## config.mk

```make
export PLATFORM = sky130hd
export DESIGN_NAME = spi_cfg_sequencer
export DESIGN_NICKNAME = d
export VERILOG_FILES = /design/src/rtl/spi_cfg_pkg.sv /design/src/rtl/spi_cfg_regbank.sv /design/src/rtl/spi_cfg_sequencer.sv
export SDC_FILE = /design/constraint.sdc
export NUM_CORES = 1
export LEC_CHECK = 0
export BUFFER_PORTS_ARGS = -buffer_cell sky130_fd_sc_hd__buf_4
export CORE_AREA = 3 3 290 292
export DETAILED_ROUTE_END_ITERATION = 12
export DIE_AREA = 0 0 293 295
export GPL_TIMING_DRIVEN = 0
export MAX_ROUTING_LAYER = met4
export PLACE_DENSITY = 0.73
export SYNTH_ARGS = -nofsm -noshare
export SYNTH_HDL_FRONTEND = slang
export SYNTH_SLANG_ARGS = --single-unit
```

## constraint.sdc

```tcl
create_clock -name clk -period 3.1 [get_ports clk]
set_input_delay 0.31 -clock clk [delete_from_list [all_inputs] [get_ports clk]]
set_output_delay 0.31 -clock clk [all_outputs]
set_load 0.005 [all_outputs]
```

## src/rtl/spi_cfg_pkg.sv

```systemverilog
// Shared types and constants for the SPI configuration sequencer.
package spi_cfg_pkg;

  typedef enum logic [1:0] {
    ST_IDLE = 2'd0,
    ST_REQ  = 2'd1,
    ST_WAIT = 2'd2,
    ST_DONE = 2'd3
  } state_t;

  localparam int unsigned DEF_N_BIT    = 96;
  localparam int unsigned DEF_N_FRAMES = 8;
  localparam int unsigned DEF_GAP      = 4;
  localparam int unsigned WCNT_W       = 16;
  localparam int unsigned PAR_W        = 1024;

  // Even parity over a zero-extended vector; callers cast narrower words up to PAR_W.
  function automatic logic even_parity(input logic [PAR_W-1:0] v);
    return ^v;
  endfunction

endpackage

```

## src/rtl/spi_cfg_regbank.sv

```systemverilog
// Frame bank: N_FRAMES x N_BIT, synchronous write, asynchronous read, cleared by reset.
module spi_cfg_regbank
  import spi_cfg_pkg::*;
#(
  parameter int unsigned N_BIT    = DEF_N_BIT,
  parameter int unsigned N_FRAMES = DEF_N_FRAMES,
  parameter int unsigned AW       = $clog2(DEF_N_FRAMES)
) (
  input  logic             clk,
  input  logic             nrst,
  input  logic             we,
  input  logic [AW-1:0]    waddr,
  input  logic [N_BIT-1:0] wdata,
  input  logic [AW-1:0]    raddr,
  output logic [N_BIT-1:0] rdata
);

  logic [N_BIT-1:0] mem [N_FRAMES];

  always_ff @(posedge clk or negedge nrst) begin
    if (!nrst) begin
      for (int unsigned i = 0; i < N_FRAMES; i++) begin
        mem[i] <= '0;
      end
    end else if (we) begin
      mem[waddr] <= wdata;
    end
  end

  assign rdata = mem[raddr];

endmodule

```

## src/rtl/spi_cfg_sequencer.sv

```systemverilog
// Replays configuration frames to the SPI write master at a fixed frame pace.
// Optional SPI_CFG_PARITY_EN: outgoing MSB replaced by even parity of the lower bits.
module spi_cfg_sequencer
  import spi_cfg_pkg::*;
#(
  parameter  int unsigned N_BIT    = DEF_N_BIT,
  parameter  int unsigned N_FRAMES = DEF_N_FRAMES,
  parameter  int unsigned GAP      = DEF_GAP,
  localparam int unsigned AW       = $clog2(N_FRAMES)
) (
  input  logic             clk,
  input  logic             nrst,
  input  logic             pll_locked,
  input  logic             cfg_we,
  input  logic [AW-1:0]    cfg_addr,
  input  logic [N_BIT-1:0] cfg_wdata,
  input  logic [AW:0]      n_frames,
  input  logic             start,
  output logic             busy,
  output logic             done,
  output logic             abort,
  output logic             cfg_err,
  output logic             wreq,
  output logic [N_BIT-1:0] wdata
);

  localparam logic [WCNT_W-1:0] WCNT_LOAD = WCNT_W'(N_BIT + 2 + GAP - 1);
  localparam logic [AW:0]       NF_MAX    = (AW+1)'(N_FRAMES);

  state_t           state_q, state_d;
  logic [AW-1:0]    idx_q, idx_d;
  logic [AW:0]      nfr_q, nfr_d;
  logic [WCNT_W-1:0] wcnt_q, wcnt_d;
  logic             busy_d, done_d, abort_d, cfg_err_d, wreq_d;
  logic [N_BIT-1:0] wdata_d, rd_word, frame_out;
  logic             n_ok, start_ok, addr_ok, bank_we, is_last;

  assign n_ok     = (n_frames != '0) && (n_frames <= NF_MAX);
  assign start_ok = (state_q == ST_IDLE) && start && pll_locked && n_ok;
  assign addr_ok  = ({1'b0, cfg_addr} < NF_MAX);
  assign bank_we  = cfg_we && (state_q == ST_IDLE) && addr_ok;
  assign is_last  = ({1'b0, idx_q} == (nfr_q - (AW+1)'(1)));

  // Read port follows the next index so wdata is registered on the edge entering REQ.
  spi_cfg_regbank #(
    .N_BIT   (N_BIT),
    .N_FRAMES(N_FRAMES),
    .AW      (AW)
  ) u_bank (
    .clk  (clk),
    .nrst (nrst),
    .we   (bank_we),
    .waddr(cfg_addr),
    .wdata(cfg_wdata),
    .raddr(idx_d),
    .rdata(rd_word)
  );

`ifdef SPI_CFG_PARITY_EN
  assign frame_out = {even_parity(PAR_W'(rd_word[N_BIT-2:0])), rd_word[N_BIT-2:0]};
`else
  assign frame_out = rd_word;
`endif

  always_ff @(posedge clk or negedge nrst) begin
    if (!nrst) begin
      state_q <= ST_IDLE;
      idx_q   <= '0;
      nfr_q   <= '0;
      wcnt_q  <= '0;
      busy    <= 1'b0;
      done    <= 1'b0;
      abort   <= 1'b0;
      cfg_err <= 1'b0;
      wreq    <= 1'b0;
      wdata   <= '0;
    end else begin
      state_q <= state_d;
      idx_q   <= idx_d;
      nfr_q   <= nfr_d;
      wcnt_q  <= wcnt_d;
      busy    <= busy_d;
      done    <= done_d;
      abort   <= abort_d;
      cfg_err <= cfg_err_d;
      wreq    <= wreq_d;
      wdata   <= wdata_d;
    end
  end

  always_comb begin
    state_d = state_q;
    unique case (state_q)
      ST_IDLE: if (start_ok) state_d = ST_REQ;
      ST_REQ:  state_d = ST_WAIT;
      ST_WAIT: if (wcnt_q == '0) state_d = is_last ? ST_DONE : ST_REQ;
      ST_DONE: state_d = ST_IDLE;
      default: state_d = ST_IDLE;
    endcase
    if (!pll_locked) state_d = ST_IDLE;
  end

  always_comb begin
    idx_d = idx_q;
    nfr_d = nfr_q;
    if (start_ok) begin
      idx_d = '0;
      nfr_d = n_frames;
    end else if ((state_q == ST_WAIT) && (wcnt_q == '0) && !is_last) begin
      idx_d = idx_q + AW'(1);
    end

    wcnt_d = wcnt_q;
    if (state_q == ST_REQ) begin
      wcnt_d = WCNT_LOAD;
    end else if ((state_q == ST_WAIT) && (wcnt_q != '0)) begin
      wcnt_d = wcnt_q - WCNT_W'(1);
    end

    wreq_d  = (state_d == ST_REQ);
    done_d  = (state_d == ST_DONE);
    busy_d  = (state_d != ST_IDLE);
    abort_d = (state_q != ST_IDLE) && !pll_locked;
    wdata_d = wreq_d ? frame_out : wdata;

    // Error sources take priority over the clear from a same-cycle accepted start.
    cfg_err_d = cfg_err;
    if (start_ok) cfg_err_d = 1'b0;
    if ((cfg_we && ((state_q != ST_IDLE) || !addr_ok)) ||
        ((state_q == ST_IDLE) && start && pll_locked && !n_ok))
      cfg_err_d = 1'b1;
  end

endmodule

```

==> results.toml <==
[die]
rows = 105
dieArea_sq_mm = 0.08644
pin_count = 209
start_util = 0.5584
die_h_microns = 295
core_area_sq_mm = 0.08185
die_w_microns = 293

[detailed_routing]
wl_mm = 143.9
ant_nets = 0
drcViolationCount = 0
vias_per_cell = 6.390
via_count = 37230
drtPass1Iterations = 6
drt-initial-drc-count = 3775
wl_per_cell_microns = 24.69

[setup_path]
path_class = "flop to flop"
cp-end-kind = "flop"
worstSetupStartpoint = "wcnt_q[0]"
crit_arrival_ps = 3790
timing.rr.start = "wcnt_q[0]"
start_kind = "flop"
rrSetupSlack_ps = -100
path_max_fanout = 10
critical_path_required_ps = 3690

[power_and_ir_drop]
power.share.clock = 0.314
switching_share = 0.2919
sequentialPowerShare = 0.460
p_leak_uw = 0.02362
combPwrFrac = 0.226
powerDensity_mw_per_mm2 = 687.2
ir_drop_uv = 558.0
p_int_uw = 26510
switchingPower_uw = 10930

[status]
violations = "negative setup slack"
outcome = "finished, violations left"

[placement]
dpl.hpwl_mm = 97.30
portBuffers = 208
dp_cells = 5523
gp_congestion = 0.9194

[min_path]
hp-start = "cfg_we"
min_path_type = "input port to flop"

[cts]
cts.path.max_buffers = 3
h-tree-depth = 3
clock-root-buffer = "clkbuf_16"
numCtsBuffers = 96
clk_pin_slew_ps = 60
cts_num_sinks = 894
insertion_delay_ps = 670
cts_tree = "yes"

[sta]
min_period_ps = 3195
max_freq_ghz = 0.3129
tightest_slew_ps = 1192
max_slew_margin = 0.2051
setup_viol = 67
rsz0062_at_grt = "true"
fin_ws_ps = -95.47
drv_slew = 0
holdWs_ps = 104.9
fin_skew_ps = 19.73
finalHoldViolCount = 0
period_share = 1.031
tns_ps = -2692

[synth]
ys_warn_count = 0
synthDistinctLibCells = 50
synthesis.nets = 4348
async_reset_ff_frac = 1.000
synth_area_leaders = "dfrtp_1 (49%), mux2_2 (21%), nand2_1 (5.0%)"
ys_seq_area_frac = 0.4895
netlist_instances = 4237
synth_area_leader_cell = "dfrtp_1"
syn_avg_cell_area_sq_um = 10.79
ys_ff_latch = 894
netlist_area_sq_mm = 0.04571
synth_edf_count = 0
synth_top_area_frac = 0.4895
ys.flop_type = "dfrtp_1"

[flow_run]
cap_violations = 0

[grt]
grt_pass1_vias = 36590
antenna_found_initial = 3
grt_use_total = 0.3357
grt_max_degree = 120
grt_first_pass_wirelength_mm = 218.0
overflow = 0

[final_layout]
area_delta_synth_final_pct = 19.19
finalNonFillerCells = 5827
drive_gt1_frac = 0.3183
fillCellCount = 6226
nets = 4792
regArea_sq_mm = 0.02237
multi_input_area_sq_mm = 0.02117
==> placed cells by master (no fill, tap or decap), types with 4 or more instances in the layout <==
master | Yosys | layout
buf_2 | 41 | 24
buf_1 | 48 | 43
nor2b_1 | 5 | 5
inv_6 | 0 | 6
nand3_1 | 291 | 291
buf_12 | 0 | 11
nor3_1 | 6 | 4
dfrtp_1 | 894 | 894
clkbuf_2 | 0 | 90
clkbuf_4 | 0 | 32
clkbuf_8 | 0 | 31
buf_16 | 0 | 8
o221ai_2 | 0 | 19
buf_8 | 0 | 11
clkinv_2 | 0 | 12
o221ai_1 | 192 | 173
nor2_1 | 15 | 14
buf_6 | 6 | 18
mux2_2 | 864 | 864
o21ai_0 | 101 | 101
dlygate4sd3_1 | 0 | 102
mux2i_1 | 7 | 6
o211ai_1 | 194 | 194
o32ai_1 | 192 | 192
clkbuf_1 | 328 | 190
bufinv_16 | 0 | 8
nand3b_1 | 192 | 192
buf_4 | 2 | 248
inv_1 | 202 | 201
clkbuf_16 | 0 | 105
xnor2_1 | 7 | 4
nand2_1 | 608 | 606
==> final timing paths <==
check,to,cells after the start
max in group asynchronous,u_bank.mem[443],5
worst min-delay path,cfg_err,4
worst max register to register,wdata[83],13
worst min register to register,wdata[17],2
min in group asynchronous,wcnt_q[7],2
worst max-delay path,wdata[83],13
==> repair_timing <==
action                                  CTS  global route
endpoints found under the setup margin  356           204
endpoints found under the hold margin   859             0
hold buffers                            102             0
gates cloned                              0             5
pin swaps                                12            37
resized for setup                       233           224
setup buffers                            25             6
==> critical path, stage by stage, from the launching register on <==
cell and delay [ps]:
dfrtp_1 410, inv_1 80, ha_2 180, nor4b_4 250, nand4_1 230, buf_4 200, a2111o_1 430, xnor2_4 290
nor3b_4 270, buf_6 160, buf_12 170, buf_8 150, o211ai_1 150, nand3_1 140
==> power by group through the flow <==
stage	clock, uW	sequential [uW]	combinational (uW)
floorplan	0	16700	5330
global placement	0	17100	7760
detailed placement	0	17300	8100
CTS	11800	17100	8320
global route	12300	17600	9370
finish	11800	17200	8450
==> cell type report <==
class / instances / area share
Clock buffer: 144 / 0.05163
Sequential cell: 894 / 0.4106
Timing Repair Buffer: 354 / 0.05974
Inverter: 202 / 0.01392
Antenna cell: 3 / 0.0001378
Clock inverter: 27 / 0.007028
Tap cell: 1070 / 0.02457
Multi-Input combinational cell: 2716 / 0.3885
Buffer: 417 / 0.04380
==> Yosys cell counts (3+ instances only) <==
library cell  count
nand2_1         608
xnor2_1           7
nand3b_1        192
buf_2            41
mux2i_1           7
ha_1              3
o21ai_0         101
and3_1            4
nor2_1           15
nor2b_1           5
o211ai_1        194
mux2_2          864
inv_1           202
dfrtp_1         894
o32ai_1         192
buf_6             6
buf_1            48
clkbuf_1        328
o221ai_1        192
nand3_1         291
o31ai_1           3
nor3_1            6
xor2_1            3
==> cells by family (layout without fill, tap and decap cells) <==
logic type | count (synthesis) | in the layout | synth area share
fa+ha+maj | 3 | 3 | 0.0008213
xor+xnor | 11 | 11 | 0.002436
compound gates | 693 | 693 | 0.1191
simple gates | 1138 | 1138 | 0.1200
other cells | 0 | 3 | 0
mux | 871 | 871 | 0.2144
buf+inv | 627 | 1144 | 0.05376
flops | 894 | 894 | 0.4895
==> sequential cells by signal (all words and copies together), names as in the netlist <==
register	count
done	1
wdata	96
busy	1
state_q	2
idx_q	3
nfr_q	4
u_bank.mem	768
wreq	1
abort	1
wcnt_q	16
cfg_err	1
==> metal layers <==
layer  global-route usage  routed length (microns)
met5                    -                        0
met4               0.1452                     7465
met3              0.06858                    11230
met2               0.5252                    67270
met1               0.4269                    57930
==> stage by stage <==
step / power, uW / area (sq um) / setup WS [ps] / util
after CTS: 37290 / 53880 / 1.108 / 0.6583
after floorplan: 22050 / 45710 / 339.3 / -
after global routing: 39280 / 54470 / -224.9 / 0.6656
after global placement: 24910 / 48610 / -8912 / 0.5939
final: 37440 / 54480 / -95.47 / 0.6656
after detailed placement: 25380 / 48840 / -1480 / 0.5967
(Power assumes the default switching activity.)
